File: src/rtl/sos_sched_pkg.sv
// sos_sched_pkg: shared FSM state type, datapath widths and power slice indices
package sos_sched_pkg;
  typedef enum logic [1:0] {IDLE, ISSUE, WAIT, NEXT} state_t;
  localparam int SW   = 27;
  localparam int AW   = 40;
  localparam int PW   = 11;
  localparam int P_LO = 26;
  localparam int P_HI = P_LO + PW - 1;
endpackage

File: src/rtl/band_power_acc.sv
// band_power_acc: per-band magnitude accumulation and window power capture
module band_power_acc
  import sos_sched_pkg::*;
(
  input  logic          clk,
  input  logic          reset,
  input  logic          add_i,
  input  logic          win_i,
  input  logic [SW-1:0] smp_i,
  output logic [PW-1:0] pwr_o
);
  logic [SW-1:0] mag;
  logic [AW-1:0] acc_q, acc_d;
  logic [PW-1:0] pwr_q;
  // the most negative sample saturates so its magnitude cannot wrap
  always_comb begin
    mag   = !smp_i[SW-1] ? smp_i : (smp_i == {1'b1, {SW-1{1'b0}}}) ? {1'b0, {SW-1{1'b1}}} : -smp_i;
    acc_d = win_i ? '0 : add_i ? acc_q + AW'(mag) : acc_q;
  end
  always_ff @(posedge clk or posedge reset)
    if (reset) begin
      acc_q <= '0;
      pwr_q <= '0;
    end else begin
      acc_q <= acc_d;
      if (win_i) pwr_q <= acc_q[P_HI:P_LO];
    end
  assign pwr_o = pwr_q;
endmodule

File: src/rtl/sos_scheduler.sv
// sos_scheduler: time-shares one SOS engine across NUM_BANDS two-section band filters.
// Optional WAIT watchdog with sticky timeout output under SOS_SCHED_TIMEOUT_EN.
module sos_scheduler
  import sos_sched_pkg::*;
#(
  parameter int NUM_BANDS = 6,
  parameter int WINDOW    = 9600,
  parameter int AOWIDTH   = 13
) (
  input  logic                    clk,
  input  logic                    reset,
  input  logic                    enable,
  input  logic                    aud_strobe,
  input  logic [15:0]             iAud,
  output logic                    sos_start,
  output logic [2:0]              sos_band,
  output logic                    sos_sect,
  output logic [SW-1:0]           sos_in,
  input  logic                    sos_done,
  input  logic [SW-1:0]           sos_out,
  output logic                    band_valid,
  output logic [2:0]              band_id,
  output logic [AOWIDTH:0]        oAud,
  output logic [NUM_BANDS*PW-1:0] power,
  output logic                    power_valid,
  output logic                    overrun,
`ifdef SOS_SCHED_TIMEOUT_EN
  output logic                    timeout,
`endif
  output logic                    busy
);
  state_t state_q, state_d;
  logic [2:0] band_q, bid_q;
  logic sect_q, bv_q, pv_q, ovr_q;
  logic [SW-1:0] samp_q, in_q;
  logic [AOWIDTH:0] oaud_q;
  logic [15:0] cnt_q;
  logic [NUM_BANDS*PW-1:0] pwr;
  logic accept, done_w, skip, skip_q, adv, last, seq_end, win;
  assign accept  = state_q == IDLE && enable && aud_strobe;
  assign done_w  = state_q == WAIT && sos_done;
  assign adv     = sect_q | skip_q;
  assign last    = adv && band_q == 3'(NUM_BANDS - 1);
  assign seq_end = state_q == NEXT && last;
  assign win     = seq_end && cnt_q == 16'(WINDOW - 1);
`ifdef SOS_SCHED_TIMEOUT_EN
  logic [5:0] wd_q;
  logic to_q;
  assign skip    = state_q == WAIT && !sos_done && wd_q == 6'd63;
  assign timeout = to_q;
  always_ff @(posedge clk or posedge reset)
    if (reset) begin
      wd_q   <= '0;
      skip_q <= 1'b0;
      to_q   <= 1'b0;
    end else begin
      wd_q <= state_q == WAIT ? wd_q + 6'd1 : 6'd0;
      if (state_q == WAIT) skip_q <= skip;
      if (skip) to_q <= 1'b1;
    end
`else
  assign skip   = 1'b0;
  assign skip_q = 1'b0;
`endif
  always_ff @(posedge clk or posedge reset)
    if (reset) state_q <= IDLE;
    else       state_q <= state_d;
  always_comb
    state_d = state_q == IDLE  ? (accept ? ISSUE : IDLE) :
              state_q == ISSUE ? WAIT :
              state_q == WAIT  ? ((done_w || skip) ? NEXT : WAIT) :
              (last ? IDLE : ISSUE);
  always_comb begin
    sos_start = state_q == ISSUE;
    busy      = state_q != IDLE;
  end
  always_ff @(posedge clk or posedge reset)
    if (reset) begin
      band_q <= '0;
      sect_q <= 1'b0;
      samp_q <= '0;
      in_q   <= '0;
      bv_q   <= 1'b0;
      bid_q  <= '0;
      oaud_q <= '0;
      pv_q   <= 1'b0;
      ovr_q  <= 1'b0;
      cnt_q  <= '0;
    end else begin
      bv_q <= 1'b0;
      pv_q <= win;
      if (aud_strobe && busy) ovr_q <= 1'b1;
      if (accept) begin
        samp_q <= {{3{iAud[15]}}, iAud, 8'd0};
        in_q   <= {{3{iAud[15]}}, iAud, 8'd0};
        band_q <= '0;
        sect_q <= 1'b0;
      end
      // section 1 consumes section 0's result; the next band restarts from the sample
      if (done_w) in_q <= sect_q ? samp_q : sos_out;
      if (skip) in_q <= samp_q;
      if (done_w && sect_q) begin
        bv_q   <= 1'b1;
        bid_q  <= band_q;
        oaud_q <= sos_out[AOWIDTH+11:11];
      end
      if (state_q == NEXT && !last) begin
        sect_q <= !adv;
        band_q <= band_q + {2'b0, adv};
      end
      if (seq_end) cnt_q <= win ? 16'd0 : cnt_q + 16'd1;
    end
  for (genvar b = 0; b < NUM_BANDS; b++) begin : g_band
    band_power_acc u_acc (
      .clk   (clk),
      .reset (reset),
      .add_i (done_w && sect_q && band_q == 3'(b)),
      .win_i (win),
      .smp_i (sos_out),
      .pwr_o (pwr[b*PW +: PW])
    );
  end
  assign sos_band    = band_q;
  assign sos_sect    = sect_q;
  assign sos_in      = in_q;
  assign band_valid  = bv_q;
  assign band_id     = bid_q;
  assign oAud        = oaud_q;
  assign power_valid = pv_q;
  assign overrun     = ovr_q;
  assign power       = (state_q == IDLE && !enable) ? '0 : pwr;
endmodule

File: config.mk
export PLATFORM = sky130hd
export DESIGN_NAME = sos_scheduler
export DESIGN_NICKNAME = d
export VERILOG_FILES = /design/src/rtl/sos_sched_pkg.sv /design/src/rtl/band_power_acc.sv /design/src/rtl/sos_scheduler.sv
export SDC_FILE = /design/constraint.sdc
export NUM_CORES = 1
export LEC_CHECK = 0
export ABC_AREA = 0
export ABC_CLOCK_PERIOD_IN_PS = 14200
export CAP_MARGIN = 20
export CORE_MARGIN = 3
export CORE_UTILIZATION = 30
export CTS_BUF_LIST = sky130_fd_sc_hd__clkbuf_16
export CTS_CLUSTER_DIAMETER = 80
export DETAILED_ROUTE_END_ITERATION = 16
export PLACE_DENSITY = 0.47
export SLEW_MARGIN = 20
export SYNTH_ARGS = -nofsm -noshare
export SYNTH_HDL_FRONTEND = slang
export SYNTH_SLANG_ARGS = --single-unit
File: constraint.sdc
create_clock -name clk -period 14.2 [get_ports clk]
set_input_delay 1.42 -clock clk [delete_from_list [all_inputs] [get_ports clk]]
set_output_delay 1.42 -clock clk [all_outputs]
set_load 0.02 [all_outputs]
## Word level (Yosys, flattened, before mapping)

Index checks and enable logic that the tools add are counted.

| cells by class | value |
|---|---|
| equality and inequality tests | 10 |
| muxes and demuxes | 30 |
| $add $sub $neg | 9 |
| reductions and logical operators | 30 |

Operators with widths:

| operator | count |
|---|---|
| 40-bit 2-to-1 mux | 12 |
| 40-bit by 27-bit adder with 40-bit output | 6 |
| 27-bit 2-to-1 mux | 5 |
| 66-bit 2-to-1 mux | 1 |
| 27-bit equality test (second input constant) | 1 |
| 27-bit negation | 1 |
| 2-bit nonzero test | 9 |
| 16-bit by 1-bit adder with 16-bit output (second input constant) | 1 |
| 16-bit by 14-bit equality test with 1-bit output (second input constant) | 1 |
| 1-bit logical AND | 16 |
| 16-bit 2-to-1 mux | 1 |
| 3-bit by 2-bit equality test with 1-bit output (second input constant) | 2 |
| 3-bit equality test (second input constant) | 2 |
| 1-bit 2-to-1 mux | 6 |
| 2-bit 2-to-1 mux | 3 |
| 3-bit 2-to-1 mux | 2 |
| 2-bit equality test (second input constant) | 2 |
| 3-bit by 1-bit adder with 3-bit output | 1 |
| 3-bit by 1-bit equality test with 1-bit output (second input constant) | 1 |
| 1-bit logical NOT | 3 |
| 3-bit logical NOT | 1 |
| 2-bit by 1-bit equality test with 1-bit output (second input constant) | 1 |
| 2-bit logical NOT | 1 |

| word-level totals | value |
|---|---|
| bits of input ports | 48 |
| logic and storage cells | 102 |
| register bits | 391 |

## Depth between registers and ports, before layout

Gate-level depths: netlist (run 1).

| logic depth | value |
|---|---|
| word-level depth | 6 |
| depth in mapped cells | 23 |

## Modules after synthesis

A second synthesis (run 1) with hierarchy kept.

| unflattened totals | value |
|---|---|
| cells, all modules | 3,586 |
| area, all modules | 30,431.7 um2 |

By module, submodules not included:

| module | area an instance (um2) | cells each | seq. area each (um2) | times used |
|---|---|---|---|---|
| band_power_acc at g_band[2].u_acc ... | 4,460.5 | 534 | 1,201.2 | 3 |
| band_power_acc at g_band[5].u_acc | 4,414.2 | 543 | 1,201.2 | 1 |
| band_power_acc at g_band[0].u_acc | 4,290.4 | 518 | 1,201.2 | 1 |
| sos_scheduler | 4,252.8 | 429 | 2,127.0 | 1 |
| band_power_acc at g_band[1].u_acc | 4,092.7 | 494 | 1,201.2 | 1 |

## Worst setup path before layout (run 1)

OpenSTA, ideal clock, no wires.

| timing path | value |
|---|---|
| kind | in2reg |
| from | in sos_out[5] |
| to | reg g_band[0].u_acc.acc_q[29] |
| library setup time | 0.132 ns |
| arrival | 7.571 ns |
| stages | 19 |
| setup slack | 6.497 ns |
| path through | or4_4 -> or3_4 -> or3_4 -> nand2b_4 -> or4_4 -> or4_1 -> clkbuf_2 -> a31oi_1 -> ha_1 -> a21o_1 -> a21o_1 -> a2111o_1 -> a211oi_1 -> o21ai_0 -> a211oi_1 -> o21ai_0 -> a21oi_1 -> xor2_1 -> nor2_1 |

| between the ends | value |
|---|---|
| cells in the longest elaborated chain, start to end | 6 |
| elaborated cells between the ends (all ways) | 7 |

RTL lines:

| element | RTL line | source |
|---|---|---|
| from (decl) | sos_scheduler.sv:20 | `input logic [SW-1:0] sos_out,` |
| 27-bit negation / 27-bit equality test (equally long branches) | band_power_acc.sv:17 | `mag = !smp_i[SW-1] ? smp_i : (smp_i == {1'b1, {SW-1{1'b0}}}) ? {1'b0, {SW-1{1'b1}}} : -smp_i;` |
| 27-bit 2-to-1 mux | band_power_acc.sv:17 |  |
| 27-bit 2-to-1 mux * | band_power_acc.sv:17 |  |
| 40-bit by 27-bit adder with 40-bit output * | band_power_acc.sv:18 | `acc_d = win_i ? '0 : add_i ? acc_q + AW'(mag) : acc_q;` |
| 40-bit 2-to-1 mux * (2 in a row) | band_power_acc.sv:18 |  |
| to (signal assigned) | band_power_acc.sv:22 | `acc_q <= '0;` |
| to (signal assigned) | band_power_acc.sv:25 | `acc_q <= acc_d;` |
| to (decl) | band_power_acc.sv:13 | `logic [AW-1:0] acc_q, acc_d;` |

Every way passes the cells marked *; elsewhere a longest branch is shown, timed or not. The select of a mux whose other input is x is not followed.
A chain may end at the register's enable or synchronous reset.

## Final worst setup path (run 1)

| timing path | value |
|---|---|
| from | in sos_out[5] |
| to | reg g_band[5].u_acc.acc_q[25] |

| between the ends | value |
|---|---|
| cells in the longest elaborated chain, start to end | 6 |
| elaborated cells between the ends (all ways) | 7 |

RTL lines:

| element | RTL line |
|---|---|
| 27-bit negation / 27-bit equality test (equally long branches) | band_power_acc.sv:17 |
| 27-bit 2-to-1 mux | band_power_acc.sv:17 |
| 27-bit 2-to-1 mux * | band_power_acc.sv:17 |
| 40-bit by 27-bit adder with 40-bit output * | band_power_acc.sv:18 |
| 40-bit 2-to-1 mux * (2 in a row) | band_power_acc.sv:18 |
| to (signal assigned) | band_power_acc.sv:22 |
| to (signal assigned) | band_power_acc.sv:25 |
| to (decl) | band_power_acc.sv:13 |

Marks and branches as above.

==> results of run 1 <==
-- state kept, by name, summed over array words and instances, names as in the netlist --
signal	cells
band_id	3
band_valid	1
cnt_q	16
g_band.u_acc.acc_q	222
g_band.u_acc.pwr_o	66
oAud	14
overrun	1
power_valid	1
samp_q	16
sos_band	3
sos_in	27
sos_sect	1
state_q	2
-- cells in the mapped netlist, types with 7 or more instances --
| library cell | instances | area, um2 |
|---|---|---|
| nor4_1 | 7 | 43.79 |
| nor2_1 | 137 | 514.2 |
| nand2b_1 | 16 | 100.1 |
| nand3_1 | 201 | 1006 |
| nor2b_1 | 30 | 187.7 |
| o21bai_1 | 26 | 195.2 |
| nand3b_1 | 7 | 52.55 |
| clkbuf_1 | 115 | 431.7 |
| and3_1 | 33 | 206.5 |
| o31ai_1 | 23 | 172.7 |
| o211ai_1 | 19 | 142.6 |
| inv_1 | 40 | 150.1 |
| nand4_1 | 22 | 137.6 |
| o41ai_1 | 7 | 61.31 |
| or3_1 | 29 | 181.4 |
| a21boi_0 | 7 | 52.55 |
| nor3_1 | 25 | 125.1 |
| o21ai_0 | 252 | 1261 |
| nand2_1 | 524 | 1967 |
| and2_1 | 73 | 456.7 |
| dfrtp_1 | 373 | 9334 |
| a21o_1 | 106 | 795.8 |
| a31oi_1 | 47 | 294.0 |
| o21a_1 | 25 | 187.7 |
| a211oi_1 | 35 | 262.8 |
| xor2_1 | 117 | 1025 |
| a21oi_1 | 183 | 915.9 |
| or2_2 | 8 | 50.05 |
| ha_1 | 188 | 2352 |
| xnor2_1 | 85 | 744.5 |
| buf_1 | 14 | 52.55 |
-- layer usage --
layer,vias up,part of all wire [%]
met2,373,45
met3,95,3.9
li1,10374,-
met4,0,2.8
met5,-,0
met1,9906,48
-- worst min-delay path by stage --
stage,start,to,depth (start not counted)
after detailed placement,overrun$_DFFE_PP0P_,overrun$_DFFE_PP0P_,1
after global routing,overrun$_DFFE_PP0P_,overrun$_DFFE_PP0P_,1
after CTS,g_band[3].u_acc.pwr_o[6]$_DFFE_PP0P_,g_band[3].u_acc.pwr_o[6]$_DFFE_PP0P_,2
after floorplan,g_band[0].u_acc.pwr_o[0]$_DFFE_PP0P_,g_band[0].u_acc.pwr_o[0]$_DFFE_PP0P_,2
after global placement,overrun$_DFFE_PP0P_,overrun$_DFFE_PP0P_,1
final,g_band[3].u_acc.pwr_o[6]$_DFFE_PP0P_,g_band[3].u_acc.pwr_o[6]$_DFFE_PP0P_,2
-- logic make-up (layout without fill, tap and decap cells) --
family,Yosys count,after routing
buf+inv,173,324
mux,4,4
simple gates,1140,1140
xor+xnor,202,202
flops,373,373
other cells,1,6
fa+ha+maj,194,194
compound gates,770,770
-- worst min-delay path: stages, from the launching register on --
cell and delay (ns):
dfrtp_1 0.33, nand2_1 0.05, nand2_1 0.04
-- layout by cell type, fill, tap and decap left out, types with 55 or more instances in the layout --
cell	instances
xnor2_1	85
dfrtp_1	373
and2_1	73
clkdlybuf4s50_1	166
inv_1	55
a21o_1	106
nand2_1	524
nor2_1	136
nand3_1	201
a21oi_1	183
xor2_1	117
o21ai_0	250
ha_1	188
-- stage by stage --
step | power, uW | cell area [um2]
5_1_grt | 5386 | 28550
6_report | 4981 | 28550
2_1_floorplan | 3175 | 24280
3_5_place_dp | 3768 | 26990
4_1_cts | 5026 | 28540
3_3_place_gp | 3740 | 26990
-- power by group through the flow --
stage          logic, uW  clock network, uW  registers (uW)
5_1_grt             2560               1290            1530
4_1_cts             2270               1250            1500
6_report            2280               1200            1500
2_1_floorplan       1620                  0            1550
3_3_place_gp        2230                  0            1510
3_5_place_dp        2250                  0            1520
-- final cells by class --
type,count,area [um2],share of cell area (%)
Inverter,41,163.9,0.5741
Clock buffer,49,1226,4.294
Timing Repair Buffer,193,1881,6.586
Multi-Input combinational cell,2316,14310,50.11
Tap cell,1050,1314,4.601
Sequential cell,373,9334,32.69
Clock inverter,41,327.8,1.148
==> results.sh, run 1 <==
export IMPL_p_leak_uw=0.01358
export IMPL_finalNetCount=3215
export IMPL_post_cts_resized=0
export IMPL_cts_hold_buf=0
export IMPL_grt_busiest_layer="met2"
export IMPL_post_dp_hpwl_um=49000
export IMPL_drive_gt1_share_pct=4.115
export IMPL_stdcell_count=4063
export IMPL_ir_worst_vdd_mv=0.09263
export IMPL_cp_slowest_cell="a2111oi_0"
export IMPL_fin_tns_setup_ns=0
export IMPL_holdWs_ns=0.4534
export IMPL_clk_pin_slew_worst_paths_ns=0.05
export IMPL_clkLatencyLatePin_ns=0.60
export IMPL_die_h_um=290.4
export IMPL_synth_area_mm2=0.02426
export IMPL_crit_buf_inv=3
export IMPL_netlist_instances=2857
export IMPL_vias=20748
export IMPL_grt_pass1_wl_um=113500
export IMPL_fin_skew_ns=0.02296
export IMPL_intPower_uw=2992
export IMPL_remaining_drc_errors=0
export IMPL_relSlewSlack_pct=23.28
export IMPL_final_max_slew_viol_count=0
export IMPL_fill_cells=8117
export IMPL_cts_tree="done"
export IMPL_finalWorstSetupSlack_ns=6.291
export IMPL_synth_fa_ha_area_share_pct=10.19
export IMPL_antenna_left=0
export IMPL_end_kind="flip-flop"
export IMPL_worstReg2RegStart="g_band[5].u_acc.acc_q[0]$_DFFE_PP0P_"
export IMPL_track_usage_pct=16.46
export IMPL_grt_antenna_before_repair=0
export IMPL_rr_worst_depth=12
export IMPL_synthFlopType="dfrtp_1"
export IMPL_crit_chain="clkdlybuf4s50_1, or4_4, or3_4, or3_4, nand2b_4, or4_4, or4_1, buf_4, a31oi_2, buf_4, ha_1, a21o_1, a21o_1, a2111oi_0, o31ai_1, a311o_1, a41o_1, o21ai_0, xor2_1, a21oi_1"
export IMPL_cts_buffer_depth=3
export IMPL_rsz0062_at_grt="false"
export IMPL_met3_usage_pct=2.323
export IMPL_status="complete, no violations"
export IMPL_cap_violations=0
export IMPL_pwr_share_clk_pct=24.2
export IMPL_vias_per_cell=5.107
export IMPL_cp_start_kind="input port"
export IMPL_pre_cts_ws_ns=5.788
export IMPL_crit_arrival_ns=8.36
export IMPL_cts_max_level=2
export IMPL_synthArstFlopShare_pct=100.0
export IMPL_avgSynthCellArea_um2=8.491
export IMPL_use_met1_pct=22.65
export IMPL_required_ns=14.65
export IMPL_start_util_pct=30.51
export IMPL_p_per_area_mw_per_mm2=174.5
export IMPL_use_met2_pct=26.80
export IMPL_drtIter0Drc=1333
export IMPL_path_max_fanout=24
export IMPL_io_pins=167
export IMPL_row_count=103
export IMPL_fin_crit_sh_pct=55.70
export IMPL_synth_edf_count=0
export IMPL_fmax_mhz=126.4
export IMPL_hold_viol=0
export IMPL_wl_per_cell_um=17.46
export IMPL_dieArea_mm2=0.08431
export IMPL_hp_class="reg -> reg"
export IMPL_yosys_area_share_simple_pct=21.74
export IMPL_worst_pin_slew_ns=1.122
export IMPL_first_pass_iters=5
export IMPL_reg2reg_slack_ns=10.19
export IMPL_io_buffers=166
export IMPL_post_cts_setup_buffers=0
export IMPL_p_switching_uw=1989
export IMPL_grt_pass1_vias=20036
export IMPL_grt_overflow=0
export IMPL_final_util_pct=35.91
export IMPL_grt_max_degree=159
export IMPL_crit_cells=20
export IMPL_finalSetupViolations=0
export IMPL_die_x_um=290.4
export IMPL_power_frac_comb_pct=45.7
export IMPL_crit_type="in -> reg"
export IMPL_numCtsBuffers=48
export IMPL_crit_path_start="sos_out[5]"
export IMPL_yosys_warnings=0
export IMPL_gp_congestion=0.8219
export IMPL_seq_area_frac_synth_pct=38.48
export IMPL_cp_top_family="compound AO/OA/AOI/OAI gates"
export IMPL_seqPwrFrac_pct=30.1
export IMPL_r2r_end="g_band[5].u_acc.acc_q[32]$_DFFE_PP0P_"
export IMPL_clockRootBuffer="clkbuf_16"
export IMPL_routed_wl_um=70930
export IMPL_clock_sinks=373
export IMPL_switching_share_pct=39.92
export IMPL_diodes=0
export IMPL_synth_top_family_by_area="simple AND/OR/NAND/NOR gates"
export IMPL_synth_compound_area_share_pct=19.38
export IMPL_critPathMaxStageDelay_ns=0.99
export IMPL_place_inst=3973
export IMPL_core_area_mm2=0.07952
export IMPL_synth_distinct_cells=73
export IMPL_area_delta_synth_final_pct=17.70
export IMPL_cp_endpoint="g_band[5].u_acc.acc_q[25]$_DFFE_PP0P_"
export IMPL_synth_xor_area_share_pct=7.293
export IMPL_ys_ff_latch=373
export IMPL_fin_crit_ns=7.909
export IMPL_synth_area_mux_share_pct=0.1651
Note: power is estimated with default switching activity, not from simulation.
==> inputs of run 2 (changes only) <==
- ABC_CLOCK_PERIOD_IN_PS: 14200 -> 6550
- PLACE_DENSITY: 0.47 -> 0.49
- clock period: 14.2 -> 6.55 ns (I/O delays scaled with it)
==> run 2 against run 1 <==
Against the previous run:
- via count grew 4.7%
- wire length rose by 1.4%
- final cell count rose by 6.4%
- critical path depth is 3 higher
- combinational power grew to 2.5 times the previous value
- hold slack improved by 0.0016 ns
- final area is 7.4% higher
- die area is the same
- setup slack worse by 6.1 ns
- sequential power increased by 120%
- non-clock buffer count increased by 264
- critical endpoint is now g_band[2].u_acc.acc_q[32]$_DFFE_PP0P_
- highest routed layer unchanged
==> results.sh, run 2 (synthesis gave the netlist of run 1 again) <==
export IMPL_switching_share_pct=38.70
export IMPL_vias_per_cell=5.024
export IMPL_finalNetCount=3479
export IMPL_seqPwrFrac_pct=28.0
export IMPL_cts_hold_buf=0
export IMPL_worstHoldStart="g_band[4].u_acc.pwr_o[1]$_DFFE_PP0P_"
export IMPL_mostFrequentLayoutCells="nand2_1 (524), dfrtp_1 (373), buf_4 (285)"
export IMPL_crit_type="in -> reg"
export IMPL_die_h_um=290.4
export IMPL_fin_crit_ns=6.349
export IMPL_crit_chain="clkdlybuf4s50_1, or4_4, or3_4, or3_4, nand2b_4, or4_4, or4_4, buf_4, nand2_1, ha_1, fa_1, a211oi_1, nor4_1, nor2_1, a31oi_1, nor4_1, buf_4, o31ai_1, o41ai_1, buf_4, nor3_1, xnor2_1, nor2_1"
export IMPL_crit_buf_inv=4
export IMPL_drtIter0Drc=1248
export IMPL_vias=21717
export IMPL_remaining_drc_errors=0
export IMPL_crit_path_start="sos_out[5]"
export IMPL_final_util_pct=38.56
export IMPL_fill_cells=7975
export IMPL_required_ns=7.01
export IMPL_grt_overflow=0
export IMPL_grt_max_degree=205
export IMPL_antenna_left=0
export IMPL_hp_class="reg -> reg"
export IMPL_ir_worst_vdd_mv=0.1859
export IMPL_cap_violations=0
export IMPL_power_frac_comb_pct=49.1
export IMPL_pwr_share_clk_pct=22.9
export IMPL_track_usage_pct=16.87
export IMPL_finalWorstSetupSlack_ns=0.2012
export IMPL_dieArea_mm2=0.08431
export IMPL_final_max_slew_viol_count=0
export IMPL_hold_viol=0
export IMPL_pre_cts_ws_ns=-0.5262
export IMPL_status="complete, no violations"
export IMPL_drive_gt1_share_pct=12.38
export IMPL_cp_start_kind="input port"
export IMPL_crit_arrival_ns=6.81
export IMPL_numCtsBuffers=48
export IMPL_cp_top_family="simple AND/OR/NAND/NOR gates"
export IMPL_cp_slowest_cell="or4_4"
export IMPL_die_x_um=290.4
export IMPL_path_max_fanout=9
export IMPL_clk_pin_slew_worst_paths_ns=0.06
export IMPL_cts_buffer_depth=3
export IMPL_row_count=103
export IMPL_gp_congestion=0.8438
export IMPL_core_area_mm2=0.07952
export IMPL_cts_tree="done"
export IMPL_largest_reg_flops=222
export IMPL_area_delta_synth_final_pct=26.41
export IMPL_clkLatencyLatePin_ns=0.59
export IMPL_worstReg2RegStart="sos_sect$_DFFE_PP0P_"
export IMPL_routed_wl_um=71940
export IMPL_grt_antenna_before_repair=1
export IMPL_post_dp_hpwl_um=51440
export IMPL_fin_skew_ns=0.01818
export IMPL_critPathMaxStageDelay_ns=0.59
export IMPL_worst_pin_slew_ns=1.148
export IMPL_wl_per_cell_um=16.64
export IMPL_rsz0062_at_grt="false"
export IMPL_intPower_uw=7141
export IMPL_top_register="g_band.u_acc.acc_q"
export IMPL_relSlewSlack_pct=23.49
export IMPL_p_per_area_mw_per_mm2=379.9
export IMPL_clock_sinks=373
export IMPL_finalSetupViolations=0
export IMPL_p_leak_uw=0.01487
export IMPL_fin_crit_sh_pct=96.93
export IMPL_final_common_cell="nand2_1"
export IMPL_clockRootBuffer="clkbuf_16"
export IMPL_p_switching_uw=4509
export IMPL_grt_pass1_vias=21557
export IMPL_io_pins=167
export IMPL_io_buffers=166
export IMPL_cts_max_level=2
export IMPL_end_kind="flip-flop"
export IMPL_grt_pass1_wl_um=118100
export IMPL_start_util_pct=30.51
export IMPL_fmax_mhz=157.5
export IMPL_first_pass_iters=5
## run 2: per-layer routing
layer	track usage, %	wire, um	up-vias
li1	-	-	10861
met5	0	0	-
met2	28.22	33760	363
met1	22.79	33790	10385
met4	4.856	1997	0
met3	2.201	2383	108
## run 2: area by class of cell
class,count,area (um2),area share [%]
diodes,1,2.502,0.008161
repair buffers,457,3921,12.79
clock inverters,37,361.6,1.179
well taps,1050,1314,4.284
flip-flops and latches,373,9334,30.44
multi-input cells,2316,14370,46.86
clock buffers,48,1201,3.917
inverters,41,160.2,0.5223
## run 2: worst paths after layout
path                                                         endpoint  slack [ns]  depth (start not counted)
worst min register to register   g_band[4].u_acc.pwr_o[1]$_DFFE_PP0P_        0.45                          2
worst max register to register  g_band[2].u_acc.acc_q[36]$_DFFE_PP0P_        2.90                         11
worst min-delay path             g_band[4].u_acc.pwr_o[1]$_DFFE_PP0P_        0.45                          2
max in group asynchronous        g_band[0].u_acc.acc_q[7]$_DFFE_PP0P_        4.67                          3
min in group asynchronous        g_band[4].u_acc.pwr_o[4]$_DFFE_PP0P_        0.58                          2
worst max-delay path            g_band[2].u_acc.acc_q[32]$_DFFE_PP0P_        0.20                         23
## run 2: what timing repair did
action                                  CTS  global route
buffers inserted                          0             1
resized for setup                         0             9
hold endpoints to repair                  0             0
endpoints found under the setup margin    0            33
## run 2: tightest hold or removal path: stages (launching register included)
cell and delay, ns:
dfrtp_1 0.33, nand2_1 0.05, nand2_1 0.04
## run 2: per-stage QoR
| stage | hold WS [ns] | TNS, ns | instance area (um2) | power [uW] | std cells |
|---|---|---|---|---|---|
| 6_report | 0.4550 | 0 | 30660 | 11650 | 4323 |
| 5_1_grt | 0.4714 | 0 | 30660 | 12590 | 4322 |
| 4_1_cts | 0.4622 | 0 | 30600 | 11730 | 4321 |
| 3_5_place_dp | 0.4485 | -21.78 | 29040 | 8955 | 4236 |
| 3_3_place_gp | 0.4452 | -15.29 | 29040 | 8859 | 4236 |
| 2_1_floorplan | 0.4304 | 0 | 24300 | 6886 | 2862 |
## run 2: power groups by stage
| stage | Sequential (uW) | Clock, uW | Combinational [uW] |
|---|---|---|---|
| after global routing | 3340 | 2860 | 6390 |
| after detailed placement | 3300 | 0 | 5650 |
| after floorplan | 3360 | 0 | 3520 |
| after global placement | 3280 | 0 | 5570 |
| final | 3260 | 2670 | 5720 |
| after CTS | 3260 | 2770 | 5700 |
==> inputs of run 3 (changes only) <==
- CELL_PAD_IN_SITES_DETAIL_PLACEMENT: unset -> 1
- CELL_PAD_IN_SITES_GLOBAL_PLACEMENT: unset -> 2
- PLACE_DENSITY: 0.49 -> 0.72
==> run 3 against run 2 <==
Against the previous run:
- hold slack worse by 0.045 ns
- via count increased by 3.1%
- sequential power is essentially flat
- sequential share of layout area down 0.20 points
- register-to-register slack improved by 0.05 ns
- core utilization rose by 0.26 points
- critical path type unchanged
==> results.sh, run 3 (synthesis gave the netlist of run 1 again) <==
export IMPL_drive_gt1_share_pct=12.71
export IMPL_vias_per_cell=5.161
export IMPL_grt_pass1_vias=23581
export IMPL_cts_tree="done"
export IMPL_crit_type="in -> reg"
export IMPL_post_dp_hpwl_um=61860
export IMPL_io_buffers=166
export IMPL_crit_arrival_ns=6.69
export IMPL_finalSetupViolations=0
export IMPL_first_pass_iters=5
export IMPL_io_pins=167
export IMPL_fin_skew_ns=0.01886
export IMPL_rr_worst_depth=9
export IMPL_largest_reg_flops=222
export IMPL_p_per_area_mw_per_mm2=382.1
export IMPL_remaining_drc_errors=0
export IMPL_vias=22397
export IMPL_rsz0062_at_grt="false"
export IMPL_row_count=103
export IMPL_fill_cells=9356
export IMPL_ir_worst_vdd_mv=0.2008
export IMPL_fin_crit_ns=6.252
export IMPL_cp_start_kind="input port"
export IMPL_track_usage_pct=19.55
export IMPL_drtIter0Drc=914
export IMPL_fin_crit_sh_pct=95.45
export IMPL_die_h_um=290.4
export IMPL_r2r_end="g_band[4].u_acc.pwr_o[8]$_DFFE_PP0P_"
export IMPL_area_delta_synth_final_pct=27.26
export IMPL_mostFrequentLayoutCells="nand2_1 (523), dfrtp_1 (373), buf_4 (292)"
export IMPL_finalNetCount=3494
export IMPL_multiInputGateArea_mm2=0.01441
export IMPL_worstReg2RegStart="sos_band[0]$_DFFE_PP0P_"
export IMPL_clkLatencyLatePin_ns=0.59
export IMPL_place_inst=4250
export IMPL_required_ns=6.99
export IMPL_grt_pass1_wl_um=134300
export IMPL_end_kind="flip-flop"
export IMPL_clk_pin_slew_worst_paths_ns=0.06
export IMPL_fmax_mhz=159.9
export IMPL_stdcell_count=4340
export IMPL_relSlewSlack_pct=20.48
export IMPL_numCtsBuffers=48
export IMPL_p_leak_uw=0.01499
export IMPL_grt_overflow=0
export IMPL_core_area_mm2=0.07952
export IMPL_wl_per_cell_um=19.29
export IMPL_status="complete, no violations"
export IMPL_routed_wl_um=83710
export IMPL_grt_antenna_before_repair=3
export IMPL_path_max_fanout=8
export IMPL_grt_max_degree=144
export IMPL_clockRootBuffer="clkbuf_16"
export IMPL_final_max_slew_viol_count=0
export IMPL_cts_buffer_depth=3
export IMPL_dieArea_mm2=0.08431
export IMPL_gp_congestion=0.8476
export IMPL_hp_class="in -> async"
export IMPL_clock_sinks=373
export IMPL_antenna_left=0
export IMPL_final_util_pct=38.83
export IMPL_die_x_um=290.4
export IMPL_start_util_pct=30.51
export IMPL_fin_tns_setup_ns=0
export IMPL_top_register="g_band.u_acc.acc_q"
export IMPL_worst_pin_slew_ns=1.184
export IMPL_reg2reg_slack_ns=2.95
export IMPL_hold_viol=0
export IMPL_cap_violations=0
export IMPL_cts_max_level=2
export IMPL_final_common_cell="nand2_1"
export IMPL_regArea_mm2=0.009334
## run 3: cell count changes in the layout (fill, tap and decap cells not counted), moves of 3 or more
| cell | previous run | this run |
|---|---|---|
| o21ai_1 | 1 | 4 |
| o21ai_0 | 251 | 248 |
| a211oi_1 | 34 | 31 |
| clkinv_1 | 4 | 9 |
| inv_1 | 43 | 53 |
| clkinv_2 | 15 | 7 |
| buf_4 | 285 | 292 |
| a211oi_2 | 1 | 4 |
| buf_12 | 6 | 14 |
| a21oi_1 | 183 | 179 |
| a21oi_2 | 0 | 4 |
## run 3: metrics by stage
step / worst slack (ns) / instance area (um2) / power, uW / hold WS [ns]
floorplan: 0.2190 / 24300 / 6886 / 0.4304
global placement: -0.4050 / 29230 / 8910 / 0.4390
detailed placement: -0.4993 / 29230 / 9151 / 0.4480
CTS: 0.07809 / 30760 / 11880 / 0.4615
global route: 0.07978 / 30870 / 12730 / 0.4215
finish: 0.2979 / 30870 / 11800 / 0.4098
## run 3: what timing repair did
| item | 4_1_cts | 5_1_grt |
|---|---|---|
| gates resized for setup | 0 | 24 |
| hold buffers | 0 | 0 |
| buffers inserted | 0 | 1 |
| endpoints found under the hold margin | 0 | 0 |
| setup endpoints to repair | 0 | 41 |
## run 3: worst max path at each step
stage	start	end	slack (ns)	depth (start not counted)
2_1_floorplan	sos_out[5]	g_band[0].u_acc.acc_q[29]$_DFFE_PP0P_	0.22	19
3_3_place_gp	sos_out[5]	g_band[2].u_acc.acc_q[32]$_DFFE_PP0P_	-0.41	24
3_5_place_dp	sos_out[5]	g_band[2].u_acc.acc_q[25]$_DFFE_PP0P_	-0.50	21
4_1_cts	sos_out[5]	g_band[2].u_acc.acc_q[25]$_DFFE_PP0P_	0.08	21
5_1_grt	sos_out[5]	g_band[1].u_acc.acc_q[33]$_DFFE_PP0P_	0.08	22
6_report	sos_out[5]	g_band[2].u_acc.acc_q[29]$_DFFE_PP0P_	0.30	25
## run 3: power breakdown
group,switching (uW),internal [uW]
Sequential,398,2880
Clock,1070,1540
Combinational,3180,2730
Total,4650,7150
## run 3: metal layers
metal | vias to the layer above | global-route usage, % | wire, um
met5 | - | 0 | 0
met4 | 0 | 5.926 | 2379
met3 | 113 | 2.613 | 2548
met2 | 254 | 33.64 | 40090
met1 | 11158 | 25.49 | 38700
li1 | 10872 | - | -
## run 3: cell type report
| type | instances | area share, % |
|---|---|---|
| diodes | 1 | 0.008106 |
| clock buffers | 49 | 3.972 |
| flip-flops and latches | 373 | 30.23 |
| well taps | 1050 | 4.255 |
| inverters | 41 | 0.5188 |
| repair buffers | 472 | 13.39 |
| multi-input cells | 2316 | 46.66 |
| clock inverters | 38 | 0.9605 |
## run 3: worst max-delay path, stage by stage
cell,delay (ns)
clkdlybuf4s50_1,0.43
or4_4,0.57
or3_4,0.40
or3_4,0.38
nand2b_4,0.15
or4_4,0.41
or4_4,0.56
buf_4,0.19
nand2_1,0.14
buf_4,0.14
ha_1,0.21
a211oi_2,0.13
o31ai_1,0.28
a21boi_0,0.12
buf_4,0.15
a31oi_1,0.24
buf_4,0.18
o41ai_1,0.08
buf_4,0.15
o311a_1,0.35
a311oi_1,0.25
buf_4,0.18
nand4_1,0.11
xor2_1,0.16
nor2_1,0.05
